$ cat config.mk
export PLATFORM = sky130hd
export DESIGN_NAME = led_pattern_ctrl
export DESIGN_NICKNAME = d
export VERILOG_FILES = /design/src/rtl/led_pattern_ctrl.sv
export SDC_FILE = /design/constraint.sdc
export NUM_CORES = 1
export LEC_CHECK = 0
export CAP_MARGIN = 20
export CORE_ASPECT_RATIO = 1.75
export CORE_MARGIN = 2
export CORE_UTILIZATION = 52
export DETAILED_ROUTE_END_ITERATION = 16
export PLACE_DENSITY_LB_ADDON = 0.08
export REMOVE_ABC_BUFFERS = 1
export SETUP_SLACK_MARGIN = 0.3
export SLEW_MARGIN = 25
export SYNTH_ARGS = -nofsm -noshare
export SYNTH_HDL_FRONTEND = slang
export SYNTH_SLANG_ARGS = --single-unit
$ cat constraint.sdc
create_clock -name clk -period 5.6 [get_ports clk]
set_input_delay 0.56 -clock clk [delete_from_list [all_inputs] [get_ports clk]]
set_output_delay 0.56 -clock clk [all_outputs]
set_load 0.05 [all_outputs]
$ cat src/rtl/led_pattern_ctrl.sv
// -----------------------------------------------------------------------------
// led_pattern_ctrl
//
// Sequencer for the 8-bit LED shift datapath (seed mux -> feedback mux ->
// shifter -> LED register). It drives the mux selects, the register load and
// the shifter function code. The result is a left-chase, right-chase or
// ping-pong pattern that advances one position every TICK_DIV clocks. It stops
// after PASSES completed passes, or runs until stop when PASSES is 0.
//
// The registered LED value is fed back. It is used to find the pattern ends,
// and to reseed when the pattern has been lost (led == 0).
//
// Parameters
//   TICK_DIV  clocks per shift step (>= 1)
//   PASSES    completed passes before DONE; 0 = run until stop
//
// Ports
//   clk       rising-edge clock
//   clear     synchronous active-high reset
//   start     begin a pattern (sampled in IDLE only)
//   stop      abort; beats everything except clear
//   mode      00 left-chase, 01 right-chase, 10/11 ping-pong (latched on start)
//   led       registered LED value from the datapath
//   seed_sel  0 = seed 8'h80, 1 = seed 8'h01
//   fb_sel    0 = seed path, 1 = LED feedback
//   load      LED register load enable
//   func      shifter code: 00 pass, 01 shift left, 10 shift right
//   busy      high in every state except IDLE
//   done      one-cycle pulse when the programmed passes are complete
//   pass_cnt  passes completed in the current run
// -----------------------------------------------------------------------------
module led_pattern_ctrl #(
    parameter int TICK_DIV = 4,
    parameter int PASSES   = 2
) (
    input  logic       clk,
    input  logic       clear,
    input  logic       start,
    input  logic       stop,
    input  logic [1:0] mode,
    input  logic [7:0] led,
    output logic       seed_sel,
    output logic       fb_sel,
    output logic       load,
    output logic [1:0] func,
    output logic       busy,
    output logic       done,
    output logic [7:0] pass_cnt
);

    typedef enum logic [2:0] {
        S_IDLE,
        S_SEED,
        S_RUN_L,
        S_RUN_R,
        S_DONE
    } state_t;

    typedef enum logic [1:0] {
        M_LEFT  = 2'b00,
        M_RIGHT = 2'b01,
        M_PING  = 2'b10
    } pmode_t;

    localparam logic [1:0] FN_PASS = 2'b00;
    localparam logic [1:0] FN_SHL  = 2'b01;
    localparam logic [1:0] FN_SHR  = 2'b10;

    localparam int            TW        = (TICK_DIV > 1) ? $clog2(TICK_DIV) : 1;
    localparam logic [TW-1:0] TICK_LAST = TW'(TICK_DIV - 1);

    // A pass target above 255 can never be reached by the 8-bit counter, so it
    // behaves like "run until stop".
    localparam bit            PASS_LIMITED = (PASSES > 0) && (PASSES < 256);
    localparam logic [8:0]    PASS_TARGET  = 9'(PASS_LIMITED ? PASSES : 0);

    state_t        state;
    state_t        state_n;
    pmode_t        mode_q;
    logic [TW-1:0] tick;
    logic          tick_last;
    logic          pass_inc;
    logic          pass_final;

    // Mode 11 is an alias for ping-pong.
    function automatic pmode_t norm_mode(input logic [1:0] m);
        case (m)
            2'b00:   return M_LEFT;
            2'b01:   return M_RIGHT;
            default: return M_PING;
        endcase
    endfunction

    assign tick_last  = (tick == TICK_LAST);
    assign pass_final = PASS_LIMITED && (({1'b0, pass_cnt} + 9'd1) == PASS_TARGET);

    // Next state plus the Mealy outputs (load/func) that react to tick and led.
    always_comb begin
        // NOTE: every signal assigned here gets a default first, so no path can
        // leave one unassigned and infer a latch.
        state_n  = state;
        load     = 1'b0;
        func     = FN_PASS;
        pass_inc = 1'b0;

        case (state)
            S_IDLE: begin
                if (start && !stop) state_n = S_SEED;
            end

            S_SEED: begin
                if (stop) begin
                    state_n = S_IDLE;
                end else begin
                    load    = 1'b1;
                    state_n = (mode_q == M_RIGHT) ? S_RUN_R : S_RUN_L;
                end
            end

            S_RUN_L, S_RUN_R: begin
                if (stop) begin
                    state_n = S_IDLE;
                end else if (tick_last) begin
                    if (led == 8'h00) begin
                        // Pattern lost: reseed without counting a pass.
                        state_n = S_SEED;
                    end else if (state == S_RUN_L) begin
                        if (led != 8'h80) begin
                            load = 1'b1;
                            func = FN_SHL;
                        end else if (mode_q == M_PING) begin
                            // Reverse at the top in the same step.
                            load    = 1'b1;
                            func    = FN_SHR;
                            state_n = S_RUN_R;
                        end else begin
                            pass_inc = 1'b1;
                            state_n  = S_SEED;
                        end
                    end else begin
                        if (led != 8'h01) begin
                            load = 1'b1;
                            func = FN_SHR;
                        end else if (mode_q == M_PING) begin
                            // A ping-pong pass ends at the bottom and bounces.
                            pass_inc = 1'b1;
                            load     = 1'b1;
                            func     = FN_SHL;
                            state_n  = S_RUN_L;
                        end else begin
                            pass_inc = 1'b1;
                            state_n  = S_SEED;
                        end
                    end

                    if (pass_inc && pass_final) begin
                        state_n = S_DONE;
                        load    = 1'b0;
                        func    = FN_PASS;
                    end
                end
            end

            S_DONE: begin
                state_n = S_IDLE;
            end

            default: begin
                state_n = S_IDLE;
            end
        endcase
    end

    // State, counters and the Moore outputs. The Moore outputs are registered
    // from the next state, so they line up with the state they describe.
    always_ff @(posedge clk) begin
        // NOTE: state is updated with non-blocking assignments so every
        // register samples pre-edge values, whatever order the lines are in.
        if (clear) begin
            state    <= S_IDLE;
            mode_q   <= M_LEFT;
            tick     <= '0;
            pass_cnt <= 8'd0;
            seed_sel <= 1'b0;
            fb_sel   <= 1'b0;
            busy     <= 1'b0;
            done     <= 1'b0;
        end else begin
            state  <= state_n;
            busy   <= (state_n != S_IDLE);
            done   <= (state_n == S_DONE);
            fb_sel <= (state_n == S_RUN_L) || (state_n == S_RUN_R);

            if (state == S_IDLE && state_n == S_SEED) begin
                mode_q   <= norm_mode(mode);
                seed_sel <= (norm_mode(mode) != M_RIGHT);
                pass_cnt <= 8'd0;
            end

            if (pass_inc && pass_cnt != 8'hFF) begin
                pass_cnt <= pass_cnt + 8'd1;
            end

            // The tick keeps running across RUN_L/RUN_R reversals.
            if (state == S_SEED) begin
                tick <= '0;
            end else if (state == S_RUN_L || state == S_RUN_R) begin
                tick <= tick_last ? '0 : tick + TW'(1);
            end
        end
    end

endmodule

==> reports/results.txt, run 1 <==
Status: completed
Vias: 1232
Clk_lat worst skew: 0.26 ns
R2R setup slack: 3.20 ns
Critical path capture point type: primary output
Critical path class: in2out
Slew @ Worst Pin: 0.660 ns
Post-Synthesis Cells: 152
Critical-path top delay cell: clkdlybuf4s50_1
Main synth FF type: dfxtp_1
First-pass GRT wire length: 4990 microns
Layout cell share with drive strength beyond 1: 0.112
# nets final: 197
P_sw: 74.3 uW
Peak VDD IR: 0.189 mV
Area contributors post-synth: dfxtp_1 (32%), a21oi_1 (7.1%), nor3_1 (5.0%)
Sequential share of power: 0.503
Setup TNS: 0 ns
Place WS: 1.43 ns
Max Clock Freq: 239 MHz
Top post-synthesis cells by count: dfxtp_1 (19), a21oi_1 (17), nor2_1 (16)
Clock-pin transition on the worst setup and hold timing paths: 0.07 ns
Final worst-path cycle share: 0.748
Internal power: 207 uW
Cell variety after synth: 43
Fin Hold WS: 0.487 ns
Clk sink count: 19
DRC: 0
Min setup slack post-route: 1.41 ns
RSZ-0062 raised after global routing: false
Fin. max-slew vios: 0
Critical-path cell list: clkdlybuf4s50_1 > or4_1 > or3_1 > a211o_4 > nor4_4 > nor3_2 > a32o_1 > clkdlybuf4s50_1
Area share of the largest cell type after synthesis: 0.318
GP Congestion: 0.802
Gr usage total: 0.264
Highest net fanout along the worst path: 8
Number of H-tree levels: 1
Chip Width: 40.2 microns
Syn_area_per_cell: 7.86 sq um
Post-CTS Resized: 0
FF+latch count, synth: 19
Leakage: 0.000506 uW
Core Util, Final: 0.679
Drt wl/cell: 15.0 microns
Post-route ant nets: 0
Post-synth EDFFs: 0
DR pass1 iterations: 4
Layout area overhead: 27.6%
Max incr delay on CP: 0.69 ns
YS warnings: 0
Worst Path Arrival: 3.63 ns
Die H: 67.4 microns
Share of the yosys chip area belonging to registers: 0.318
TritonCTS Buffers: 3
Max Cap Violations: 0
Leading area contributor after synthesis: dfxtp_1
Final setup vio count: 0
Effective utilization at floorplan: 0.532
1st-iter DRT viols: 19
Max transition margin: 0.558
Die area: 2710 sq um
Core footprint: 2240 sq um
Min-delay worst type: reg2reg
Required time worst endpoint: 5.04 ns
Comb pwr share: 0.148
Power per Cell Area: 185 nW/um^2
Hpwl dp: 2420 microns
Final min period: 4.19 ns
Switching share of power: 0.264
Final Hold Violating Endpoints: 0
Non-filler cells, final: 204
Placed cell count: 200
Rows: 23
Fillers: 212
Vias per Instance: 6.04
Cell area after synthesis: 1190 sq um
Max clock buf depth: 2
Clock Power Share: 0.349
Critical path launch point type: input pin
FFs w/ async S/R, synth: 0
Port Buffer Count: 28
Total gr overflow: 0
Most common cell in the synthesized netlist: dfxtp_1
Hold bufs inserted after CTS: 0
Clk root buf: clkbuf_8
Ports: 29
Initial antenna violation count: 0
Total routed wirelength: 3070 microns
CTS tree: done
Post-CTS setup buffer count: 0
# diodes: 0
Largest net degree at the start of global routing: 20
Clk_skew: 0.00224 ns
Vias in the first global route: 1214
Cell mode on critical path: clkdlybuf4s50_1
[cells by family after synthesis]
logic type / share of synthesized area
flip-flops: 0.318
AND/OR/NAND/NOR: 0.377
multiplexers: 0.00942
adder cells (fa/ha/maj): 0.0314
AO/OA/AOI/OAI: 0.235
buffers and inverters: 0.0293
[power groups by stage]
stage               Combinational (uW)  Clock [uW]  Sequential, uW
detailed placement                41.7           0             145
finish                            41.7        98.3             142
global placement                  40.5           0             144
floorplan                         16.1           0             150
global route                      45.2         104             142
CTS                               41.9        98.4             142
[area by class of cell]
type	instances	area [sq um]	share of cell area
inverter	2	7.51	0.00492
timing repair buffer	28	280	0.184
multi-input combinational	126	779	0.511
sequential	19	380	0.249
clock inverter	1	5.00	0.00328
tap	25	31.3	0.0205
clock buffer	3	41.3	0.0271
[flip-flops by register name, summed over array words and instances, names as in the netlist]
register,flops
pass_cnt,8
state,3
mode_q,2
tick,2
busy,1
done,1
fb_sel,1
seed_sel,1
[critical path: cells and delay by family]
| family | cells | cell delay, ns |
|---|---|---|
| AO/OA/AOI/OAI | 2 | 0.57 |
| buffers and inverters | 2 | 1.08 |
| AND/OR/NAND/NOR | 4 | 1.40 |
[metal layers]
metal	vias to the layer above	track usage	wire length, microns
li1	617	-	-
met1	569	0.241	1100
met2	37	0.496	1750
met3	9	0.0493	122
met4	0	0.150	95
met5	-	0	0
[cells in the final DEF (no fill, tap or decap), types with 4 or more instances in the layout]
master           count
o21ai_0             10
a21oi_1             17
nand3_1              7
clkdlybuf4s50_1     28
nand2_1             14
nor3_1              12
dfxtp_1             19
and3_1               4
nand3b_1             4
nor2_1              16
[path summary, 6_finish.rpt]
kind | start | end | cells past startpoint
worst max-delay path | led[1] | load | 8
worst min-delay path | tick[1]$_SDFFE_PP0N_ | tick[1]$_SDFFE_PP0N_ | 2
worst max register to register | pass_cnt[0]$_SDFFE_PP0P_ | pass_cnt[3]$_SDFFE_PP0P_ | 7
worst min register to register | tick[1]$_SDFFE_PP0N_ | tick[1]$_SDFFE_PP0N_ | 2
[metrics by stage]
stage               instance area, sq um  power, uW
floorplan                           1170        166
global placement                    1480        185
detailed placement                  1480        186
CTS                                 1530        282
global route                        1530        291
finish                              1530        282
Power figures use the tool's default switching activity.
==> run 2, diff against run 1 <==
--- a/config.mk
+++ b/config.mk
@@ -8,7 +8,7 @@
 export CAP_MARGIN = 20
 export CORE_ASPECT_RATIO = 1.75
 export CORE_MARGIN = 2
-export CORE_UTILIZATION = 52
+export CORE_UTILIZATION = 44
 export DETAILED_ROUTE_END_ITERATION = 16
 export PLACE_DENSITY_LB_ADDON = 0.08
 export REMOVE_ABC_BUFFERS = 1
==> constraint.sdc (replaced) <==
create_clock -name clk -period 3.6 [get_ports clk]
set_input_delay 0.36 -clock clk [delete_from_list [all_inputs] [get_ports clk]]
set_output_delay 0.36 -clock clk [all_outputs]
set_load 0.05 [all_outputs]
==> run 2 against run 1 <==
  * Count of clock-buffer cells in the layout stayed put
  * Routed wire length decreased by 3.6%
  * Critical path depth unchanged
  * Register-to-register slack lost 2.1 ns
  * Cell area grew 0.98%
  * Sequential power is 55% higher
  * Core utilization decreased by 9.3 points
  * Clock power increased by 46%
  * Non-clock buffer count increased by 2
  * Power up 52%
  * Worst hold slack got worse by 0.013 ns
  * Highest routed layer unchanged
==> reports/results.txt, run 2 (synthesized netlist as in run 1, its figures left out) <==
Slew @ Worst Pin: 0.647 ns
Min-delay worst type: reg2reg
Most used routing layer in global routing: met2
Max clock buf depth: 2
Vias: 1249
RSZ-0062 raised after global routing: false
Reg2Reg Depth: 9
Grt met3 use: 0.0347
Fin. max-slew vios: 0
R2R Path End: busy$_SDFF_PP0_
Number of H-tree levels: 1
Total gr overflow: 0
Max FFs per register: 8
Commonest non-fill, non-tap cell in the layout: clkdlybuf4s50_1
Final worst-path cycle share: 0.889
Core footprint: 2630 sq um
Hpwl dp: 2360 microns
Met1 GRT Util: 0.214
Final Hold Violating Endpoints: 0
Highest net fanout along the worst path: 8
Largest regs: pass_cnt: 8 flops, state: 3 flops
Die H: 72.9 microns
Vias per Instance: 6.00
Largest register by flop count: pass_cnt
Max transition margin: 0.567
Effective utilization at floorplan: 0.455
Vias in the first global route: 1156
Crit path from: led[1]
Ports: 29
Critical path class: in2out
Reg2reg start: pass_cnt[0]$_SDFFE_PP0P_
Status: completed
Clk root buf: clkbuf_8
Die area: 3170 sq um
Largest net degree at the start of global routing: 20
Total routed wirelength: 2960 microns
Final setup vio count: 0
Hold path depth: 2
Post-route ant nets: 0
Max Cap Violations: 0
Layout cell share with drive strength beyond 1: 0.144
# nets final: 199
Layout area overhead: 28.9%
Setup TNS: 0 ns
CTS tree: done
Critical path capture point type: primary output
Max Clock Freq: 312 MHz
Clk_lat worst skew: 0.25 ns
Commonest cells after routing, fill and taps aside: clkdlybuf4s50_1 (25), dfxtp_1 (19), a21oi_1 (17)
Port Buffer Count: 28
Gr usage total: 0.203
Clk_skew: 0.00217 ns
Clk sink count: 19
Worst Path Arrival: 2.84 ns
Overall power: 429 uW
Power per Cell Area: 278 nW/um^2
Peak VDD IR: 0.191 mV
DRC: 0
# diodes: 0
R2R setup slack: 1.07 ns
Chip Width: 43.4 microns
Rows: 25
Final min period: 3.20 ns
GP Congestion: 0.869
DR pass1 iterations: 4
Worst hold path endpoint: mode_q[1]$_SDFFE_PP0P_
Clock-pin transition on the worst setup and hold timing paths: 0.07 ns
TritonCTS Buffers: 3
Drt wl/cell: 14.2 microns
Critical path launch point type: input pin
Fillers: 245
Required time worst endpoint: 3.24 ns
First-pass GRT wire length: 4970 microns
Grt met2 use: 0.376
Hold bufs inserted after CTS: 0
1st-iter DRT viols: 27
Initial antenna violation count: 0
HP Start: mode_q[1]$_SDFFE_PP0P_
Leakage: 0.000525 uW
[run 2: cell types whose count changed in the layout (fill, tap and decap cells not counted), sizes merged]
cell / previous run / this run
buf: 0 / 5
clkdlybuf4s50: 28 / 25
[run 2: per-stage QoR]
stage                     area (sq um)  setup WS (ns)  instances   util  hold WS, ns
final                             1540          0.398        208  0.586        0.474
after global routing              1540          0.300        208  0.586        0.515
after CTS                         1520          0.327        206  0.579        0.479
after detailed placement          1470          0.325        202  0.561        0.468
after global placement            1470          0.353        202  0.561        0.468
after floorplan                   1170          0.543        147      -        0.429
[run 2: routing by layer]
layer / part of all wire / vias to the layer above
met5: 0 / -
met4: 0.025 / 0
met3: 0.041 / 6
met2: 0.55 / 31
met1: 0.38 / 584
li1: - / 628
[run 2: worst max path at each step]
stage | endpoint | slack (ns) | cells past startpoint
after floorplan | func[0] | 0.54 | 7
after global placement | load | 0.35 | 8
after detailed placement | load | 0.33 | 8
after CTS | load | 0.33 | 8
after global routing | load | 0.30 | 8
final | load | 0.40 | 8
[run 2: critical path, cell delays in order]
cell and delay, ns:
clkdlybuf4s50_1 0.39, or4_1 0.54, or3_4 0.39, a211o_4 0.34
nor4_4 0.33, nor3_2 0.08, a32o_1 0.21, buf_4 0.18
[run 2: cell type report]
class                   instances  area, sq um  share of cell area
multi-input cells             126          785               0.509
well taps                      27         33.8              0.0219
clock buffers                   3         41.3              0.0268
clock inverters                 1         5.00             0.00325
inverters                       2         7.51             0.00487
repair buffers                 30          288               0.187
flip-flops and latches         19          380               0.247
[run 2: what timing repair did]
item | in CTS | in global routing
hold endpoints to repair | 0 | 0
resized for setup | 0 | 1
buffers inserted | 0 | 2
endpoints found under the setup margin | 0 | 3
[run 2: power breakdown]
group          leakage (uW)  switching [uW]  internal, uW
logic              0.000346            34.8          29.6
registers          0.000154            4.40           216
clock network     0.0000255            67.7          76.7
